`config.mk`:
```
export PLATFORM = sky130hd
export DESIGN_NAME = segment_display_multi
export DESIGN_NICKNAME = d
export VERILOG_FILES = /design/src/rtl/segment_display_multi.sv
export SDC_FILE = /design/constraint.sdc
export NUM_CORES = 1
export LEC_CHECK = 0
export ABC_AREA = 1
export BUFFER_PORTS_ARGS = -buffer_cell sky130_fd_sc_hd__buf_2
export CORE_ASPECT_RATIO = 0.6
export CORE_UTILIZATION = 60
export CTS_CLUSTER_SIZE = 24
export DETAILED_ROUTE_END_ITERATION = 10
export MAX_ROUTING_LAYER = met4
export PLACE_DENSITY = 0.8
export SYNTH_ARGS = -nofsm -noshare
export SYNTH_HDL_FRONTEND = slang
export SYNTH_SLANG_ARGS = --single-unit
```
`constraint.sdc`:
```
create_clock -name clock_100Mhz -period 5.1 [get_ports clock_100Mhz]
set_input_delay 1.02 -clock clock_100Mhz [delete_from_list [all_inputs] [get_ports clock_100Mhz]]
set_output_delay 1.02 -clock clock_100Mhz [all_outputs]
set_load 0.01 [all_outputs]
```
`src/rtl/segment_display_multi.sv`:
```
// Multiplexed seven-segment driver: binary value -> BCD (iterative shift-add-3) -> scanned digits.
// Latency: display outputs reflect a new value IN_WIDTH+2 clocks after value_valid is accepted.
// Backpressure: busy=1 during conversion; value_valid pulses seen while busy are dropped, not queued.
module segment_display_multi #(
    parameter int DIGITS         = 4,
    parameter int IN_WIDTH       = 14,
    parameter int REFRESH_BITS   = 18,
    parameter int SEG_ACTIVE_LOW = 0,
    parameter int AN_ACTIVE_LOW  = 0
) (
    input  logic                clock_100Mhz,
    input  logic                reset,
    input  logic [IN_WIDTH-1:0] value,
    input  logic                value_valid,
    output logic                busy,
    input  logic                blank_en,
    input  logic [DIGITS-1:0]   dp_mask,
    output logic [DIGITS-1:0]   Anode_Activate,
    output logic [6:0]          LED_out,
    output logic                LED_dp,
    output logic                overflow
);

    // Scratch BCD must hold 2^IN_WIDTH-1, and always keeps at least one nibble
    // above the displayed digits so the overflow test has something to look at.
    localparam int NIB_MIN = (IN_WIDTH + 5) / 3;
    localparam int NIB     = (NIB_MIN > DIGITS) ? NIB_MIN : DIGITS + 1;
    localparam int BCD_W   = NIB * 4;
    localparam int DISP_W  = DIGITS * 4;
    localparam int IDX_W   = $clog2(DIGITS);
    localparam int CNT_W   = $clog2(IN_WIDTH + 1);

    localparam logic SEG_INV = (SEG_ACTIVE_LOW != 0);
    localparam logic AN_INV  = (AN_ACTIVE_LOW != 0);

    localparam logic [6:0] SEG_DASH = 7'b1000000;

    typedef enum logic [1:0] {
        IDLE  = 2'd0,
        SHIFT = 2'd1,
        DONE  = 2'd2
    } state_t;

    state_t              state;
    logic [IN_WIDTH-1:0] shreg;
    logic [BCD_W-1:0]    bcd;
    logic [BCD_W-1:0]    bcd_adj;
    logic [CNT_W-1:0]    shift_cnt;
    logic [DISP_W-1:0]   disp;

    logic [REFRESH_BITS-1:0] refresh_cnt;
    logic [IDX_W-1:0]        scan_idx;

    logic [3:0]        nib [DIGITS];
    logic [DIGITS-1:0] lead_zero;
    logic [3:0]        cur_nib;
    logic [6:0]        seg_raw;
    logic [DIGITS-1:0] an_raw;

    function automatic logic [6:0] seg_decode(input logic [3:0] d);
        logic [6:0] s;
        case (d)
            4'd0:    s = 7'b0111111;
            4'd1:    s = 7'b0000110;
            4'd2:    s = 7'b1011011;
            4'd3:    s = 7'b1001111;
            4'd4:    s = 7'b1100110;
            4'd5:    s = 7'b1101101;
            4'd6:    s = 7'b1111101;
            4'd7:    s = 7'b0100111;
            4'd8:    s = 7'b1111111;
            4'd9:    s = 7'b1101111;
            default: s = 7'b0111111;
        endcase
        return s;
    endfunction

    // Add-3 correction on every scratch nibble that is 5 or more, ahead of the shift.
    always_comb begin
        bcd_adj = bcd;
        for (int i = 0; i < NIB; i++) begin
            if (bcd[i*4 +: 4] >= 4'd5) begin
                bcd_adj[i*4 +: 4] = bcd[i*4 +: 4] + 4'd3;
            end
        end
    end

    // Converter FSM; the displayed register only changes in DONE so the display never glitches.
    always_ff @(posedge clock_100Mhz or negedge reset) begin
        if (!reset) begin
            state     <= IDLE;
            busy      <= 1'b0;
            overflow  <= 1'b0;
            shreg     <= '0;
            bcd       <= '0;
            shift_cnt <= '0;
            disp      <= '0;
        end else begin
            case (state)
                IDLE: begin
                    if (value_valid) begin
                        shreg     <= value;
                        bcd       <= '0;
                        shift_cnt <= '0;
                        busy      <= 1'b1;
                        state     <= SHIFT;
                    end
                end
                SHIFT: begin
                    bcd       <= {bcd_adj[BCD_W-2:0], shreg[IN_WIDTH-1]};
                    shreg     <= shreg << 1;
                    shift_cnt <= shift_cnt + 1'b1;
                    if (shift_cnt == CNT_W'(IN_WIDTH - 1)) begin
                        state <= DONE;
                    end
                end
                DONE: begin
                    disp     <= bcd[DISP_W-1:0];
                    overflow <= |bcd[BCD_W-1:DISP_W];
                    busy     <= 1'b0;
                    state    <= IDLE;
                end
                default: begin
                    busy  <= 1'b0;
                    state <= IDLE;
                end
            endcase
        end
    end

    // Free-running refresh counter; scan index steps down on each wrap, from 0 back to the top digit.
    always_ff @(posedge clock_100Mhz or negedge reset) begin
        if (!reset) begin
            refresh_cnt <= '0;
            scan_idx    <= IDX_W'(DIGITS - 1);
        end else begin
            refresh_cnt <= refresh_cnt + 1'b1;
            if (&refresh_cnt) begin
                if (scan_idx == '0) begin
                    scan_idx <= IDX_W'(DIGITS - 1);
                end else begin
                    scan_idx <= scan_idx - 1'b1;
                end
            end
        end
    end

    // Split the displayed BCD into digits and flag runs of zeros from the most significant end.
    always_comb begin
        for (int i = 0; i < DIGITS; i++) begin
            nib[i] = disp[i*4 +: 4];
        end
        lead_zero = '0;
        lead_zero[DIGITS-1] = (nib[DIGITS-1] == 4'd0);
        for (int i = DIGITS - 2; i >= 0; i--) begin
            lead_zero[i] = lead_zero[i+1] && (nib[i] == 4'd0);
        end
    end

    // Segment pattern and anode select for the digit currently being scanned.
    always_comb begin
        cur_nib = nib[scan_idx];
        an_raw  = DIGITS'(1) << scan_idx;
        if (overflow) begin
            seg_raw = SEG_DASH;
        end else if (blank_en && (scan_idx != '0) && lead_zero[scan_idx]) begin
            seg_raw = 7'b0000000;
        end else begin
            seg_raw = seg_decode(cur_nib);
        end
    end

    // Registered pin drivers with polarity applied; reset parks every pin at its inactive level.
    always_ff @(posedge clock_100Mhz or negedge reset) begin
        if (!reset) begin
            Anode_Activate <= {DIGITS{AN_INV}};
            LED_out        <= {7{SEG_INV}};
            LED_dp         <= SEG_INV;
        end else begin
            Anode_Activate <= an_raw ^ {DIGITS{AN_INV}};
            LED_out        <= seg_raw ^ {7{SEG_INV}};
            LED_dp         <= dp_mask[scan_idx] ^ SEG_INV;
        end
    end

endmodule
```
# Word level (Yosys, flattened, before mapping)
# Memories as Yosys holds them, arrays and structs flattened.
# Cells that the tools add are included.
[totals]
ff_bits = 94
rom_bits = 112
input_bits = 22
output_inout_bits = 14
elab_cells = 83
memories = 1
[classes]
n_addsub = 9
n_lt_le_gt_ge = 8
n_eq_ne = 5
shifts = 1
muxes = 27
bitwise = 2
n_reduce_logical = 18
[mem_list]
columns = ["memory", "words", "width", "read_ports", "rd_ports_with_merged_regs", "write_ports", "line_no", "source"]
rows = [
  ["(no name shown)", 16, 7, 1, 0, 0, "62", "case (d)"],
]
[ops]
columns = ["operator", "n"]
rows = [
  ["case mux 24 bit (2 select lines)", 1],
  ["two-way mux 4 bit", 8],
  ["case mux 14 bit (2 select lines)", 1],
  [">= comparator 4 x 3 -> 1 bit (second input constant)", 6],
  ["two-way mux 24 bit", 1],
  ["adder 4 x 2 -> 4 bit (second input constant)", 5],
  ["adder 18 x 1 -> 18 bit (second input constant)", 1],
  ["AND reduction 18 bit", 1],
  ["zero test 4 bit", 4],
  ["two-way mux 14 bit", 1],
  ["two-way mux 7 bit", 2],
  ["binary-select mux 4 bit (select 2 bit)", 1],
  ["case mux 4 bit (2 select lines)", 1],
  ["OR reduction 8 bit", 1],
  ["two-way mux 2 bit", 3],
  ["AND reduction 2 bit", 3],
  ["logical AND 1 bit", 5],
  ["adder 4 x 1 -> 4 bit (second input constant)", 1],
  ["binary-select mux 1 bit (select 2 bit)", 2],
  ["== test 4 bit (second input constant)", 1],
  ["zero test 2 bit", 2],
  ["!= test 2 bit (second input constant)", 2],
  ["case mux 2 bit (2 select lines)", 1],
  ["nonzero test 2 bit", 2],
  ["other kinds (12)", 14],
]

# Logic depth before layout (Yosys ltp)
[depth]
ltp_word = 9
depth_mapped = 12

# Least setup slack after synthesis
# OpenSTA, ideal clock, no wires.
[synth_timing]
path_kind = "in2reg"
start = "in value_valid"
end = "reg bcd[11]"
t_arrival_ns = 1.599
t_required_ns = 4.960
slack_ns = 3.360
path_stages = 4
n_path_buf = 1
cell_sequence = "nand2_1 nand2_1 clkbuf_1 o32ai_1"
[synth_between]
elab_chain_cells = 2
[synth_lines]
columns = ["item", "line_no", "source"]
rows = [
  ["from (decl)", "14", "input logic value_valid,"],
  ["!= test 2 bit (no line)", "n/a", ""],
  ["AND reduction 2 bit (no line)", "n/a", ""],
  ["to (signal assigned)", "110", "bcd <= {bcd_adj[BCD_W-2:0], shreg[IN_WIDTH-1]};"],
  ["to (decl)", "46", "logic [BCD_W-1:0] bcd;"],
]
# No other way between the ends.
# A chain may end at the register's enable or synchronous reset.

# Final worst setup path
[layout_timing]
start = "reg state[1]"
end = "reg shreg[6]"
[layout_between]
elab_chain_cells = 3
[layout_lines]
columns = ["item", "line_no", "source"]
rows = [
  ["from (decl)", "44", "state_t state;"],
  ["from (signal assigned)", "91", "state <= IDLE;"],
  ["from (signal assigned)", "106", "state <= SHIFT;"],
  ["from (signal assigned)", "114", "state <= DONE;"],
  ["== test 2 x 1 -> 1 bit or zero test 2 bit (tied branches)", "99", "case (state)"],
  ["nonzero test 2 bit (no line) or != test 2 bit (tied branches)", "n/a", ""],
  ["AND reduction 2 bit (no line)", "n/a", ""],
  ["to (signal assigned)", "102", "shreg <= value;"],
  ["to (signal assigned)", "111", "shreg <= shreg << 1;"],
  ["to (decl)", "45", "logic [IN_WIDTH-1:0] shreg;"],
]
# Parallel ways exist; a longest one is shown, timed or not.

==> results.py <==
metrics = {
    "run_status": {
        "outcome": "finished clean",
    },
    "power": {
        "power.density_nw_per_um2": 522.4,
        "power.leakage_nw": 2.628,
        "fin_total_pwr_mw": 2.734,
        "vdd_ir_drop_max_v": 0.0003498,
    },
    "timing": {
        "finalCritPeriodShare_pct": 49.04,
        "period_minus_slack_ps": 2501,
        "final_hold_viol_count": 0,
        "worstMarginPinSlew_ps": 1087,
        "clock_skew_ps": 5.614,
        "setup_ws_ps": 2599,
        "setup_viol": 0,
        "holdWs_ps": 485.6,
        "fin_tns_setup_ps": 0,
        "relSlewSlack_pct": 27.37,
        "fmax_mhz": 399.8,
        "maxSlewViolCount": 0,
        "rsz0062_at_grt": "false",
    },
    "global_routing": {
        "track_usage_pct": 26.88,
        "grt_pass1_wl_mm": 16.32,
        "grt_max_degree": 65,
        "grt_pass1_vias": 3488,
        "antenna_found_initial": 0,
        "grt-ovfl-total": 0,
    },
    "yosys": {
        "yosys_warnings": 0,
        "synth-simple-area-share_pct": 22.88,
        "synth.top_cell.area_share_pct": 49.13,
        "synth_seq_cells": 94,
        "synthMuxAreaShare_pct": 0,
        "synth.area.top_cells": "dfrtp_1, nand2_1, ha_1",
        "synth-compound-area-share_pct": 9.880,
        "syn_nets": 595,
        "avgSynthCellArea_um2": 8.551,
        "synthAdderAreaFrac_pct": 6.676,
        "synth_seq_area_share_pct": 50.25,
        "synth_enable_flop_cells": 0,
        "yosys.area_share.xor_xnor_pct": 3.925,
        "syn_inst": 548,
        "postSynth.asyncResetShare_pct": 100.0,
        "syn-cell-area_um2": 4686,
        "synth_top_flop_cell": "dfrtp_1",
        "netlist-cell-type-count": 32,
        "synth_top_family_by_area": "simple AND/OR/NAND/NOR gates",
        "yosys.area.top_type": "dfrtp_1",
    },
    "drt": {
        "drc": 0,
        "wl_per_cell_um": 13.62,
        "viasPerCell": 5.225,
        "dr_total_vias": 3600,
        "drt_iter0_markers": 240,
        "routed_wl_mm": 9.384,
        "drtPass1Iterations": 4,
        "ant_nets": 0,
    },
    "final_layout": {
        "num_antenna_cells": 0,
        "final-seq-area_um2": 2355,
        "fillers": 599,
        "drive_above_1_share_pct": 11.97,
        "multi_input_area_um2": 2032,
        "area_growth_pct": 11.70,
        "final_common_cell": "nand2_1",
        "layout_common_cells": "nand2_1, dfrtp_1, nor2_1",
        "fin_nets": 627,
        "instances_no_fill": 689,
    },
    "floorplanning": {
        "die_h_um": 70.45,
        "die_w_um": 116.1,
        "core_um2": 7417,
        "die_area_um2": 8178,
        "initial_core_util_pct": 63.17,
        "rows": 24,
        "io_pins": 36,
    },
    "clock_network": {
        "cts_buffers": 9,
        "cts_resized": 0,
        "cts_sinks": 94,
        "clock_latency_ps": 340,
        "htreeDepth": 3,
        "clock-root-buffer": "clkbuf_16",
        "post_cts_buffers": 0,
        "clkTransAtPathRegs_ps": 60,
        "cts_tree": "done",
        "clock_path_buffers": 2,
        "hold_buffers": 0,
    },
    "worst_setup_path": {
        "required_ps": 5320,
        "critPathLaunchType": "flop",
        "crit_chain": "inv_2, nand2_1, nand2_1, inv_2, a22oi_1, nand2_1",
        "critPathMostFrequentCell": "nand2_1",
        "cp_slowest_cell": "nand2_1",
        "critPathMaxFanout": 33,
        "endpoint_kind": "flop",
        "arrival_ps": 2720,
        "max_stage_delay_ps": 1000,
        "crit_type": "flop to flop",
    },
    "placement": {
        "gp_congestion": 0.8462,
        "place_ws_ps": 2494,
        "dp_cells": 673,
        "hpwl_mm": 6.624,
        "port_buffers": 35,
    },
    "job": {
        "drv_cap": 0,
    },
    "min_path": {
        "hold_path.class": "flop to flop",
    },
}
==> critical path, delay by kind of cell, from the launching register on <==
family	cells	cell delay [ps]
DFF	1	380
and+or+nand+nor	3	1490
buffers and inverters	2	300
AOI/OAI and AO/OA	1	220
==> synth_stat cells (all sizes together), types with 5 or more instances <==
master and n:
nand2 154, dfrtp 92, nor2 60, inv 59, o21ai 42, nand3 32, ha 25, xor2 15
buf 10, o211ai 9, o22ai 8, xnor2 6, a21oi 5, clkbuf 5, nand4 5, o221ai 5
o32ai 5
==> layer usage <==
metal	wire length, µm	track usage (%)	part of all wire [%]
met1	4771	38.21	51
met2	4054	38.69	43
met3	458	6.510	4.9
met4	99	6.838	1.1
met5	0	-	0
==> flip-flops by register name, indices dropped and copies added (netlist names), 2 cells and up <==
signal	flops
shreg	14
scan_idx	2
refresh_cnt	18
disp	16
state	2
shift_cnt	4
bcd	24
LED_out	7
Anode_Activate	4
==> power by group <==
part           total [mW]  internal, mW  switching [mW]  leakage, nW
logic               0.953         0.345           0.608         1.30
registers            1.10         0.948           0.151         1.18
clock network       0.683         0.405           0.277        0.144
==> logic make-up (layout without fill, tap and decap cells) <==
group,after synthesis,after routing
xor+xnor,21,21
compound gates,77,77
flops,94,94
simple gates,257,257
fa+ha+maj,25,25
buf+inv,74,111
==> per-stage QoR <==
| step | cell area (µm²) | util [%] |
|---|---|---|
| floorplan | 4686 | - |
| detailed placement | 4923 | 66.38 |
| CTS | 5234 | 70.56 |
| global placement | 4923 | 66.38 |
| finish | 5234 | 70.56 |
| global route | 5234 | 70.56 |
==> area by class of cell <==
type                            count  area share, %
Tap cell                          104          2.486
Clock inverter                      5          1.100
Inverter                           59          4.231
Multi-Input combinational cell    380          38.82
Sequential cell                    94          44.99
Timing Repair Buffer               36          3.538
Clock buffer                       11          4.829
==> worst paths after layout <==
path | endpoint | cells after the start | start | slack (ps)
worst min-delay path | busy$_DFFE_PN0P_ | 2 | busy$_DFFE_PN0P_ | 490
worst min register to register | busy$_DFFE_PN0P_ | 2 | busy$_DFFE_PN0P_ | 490
min in group asynchronous | refresh_cnt[5]$_DFF_PN0_ | 1 | reset | 750
max in group asynchronous | scan_idx[1]$_DFFE_PN1P_ | 2 | reset | 3430
worst max register to register | shreg[6]$_DFFE_PN0P_ | 6 | state[1]$_DFFE_PN0P_ | 2600
worst max-delay path | shreg[6]$_DFFE_PN0P_ | 6 | state[1]$_DFFE_PN0P_ | 2600
No activity file was read; power rests on OpenSTA's default activity.
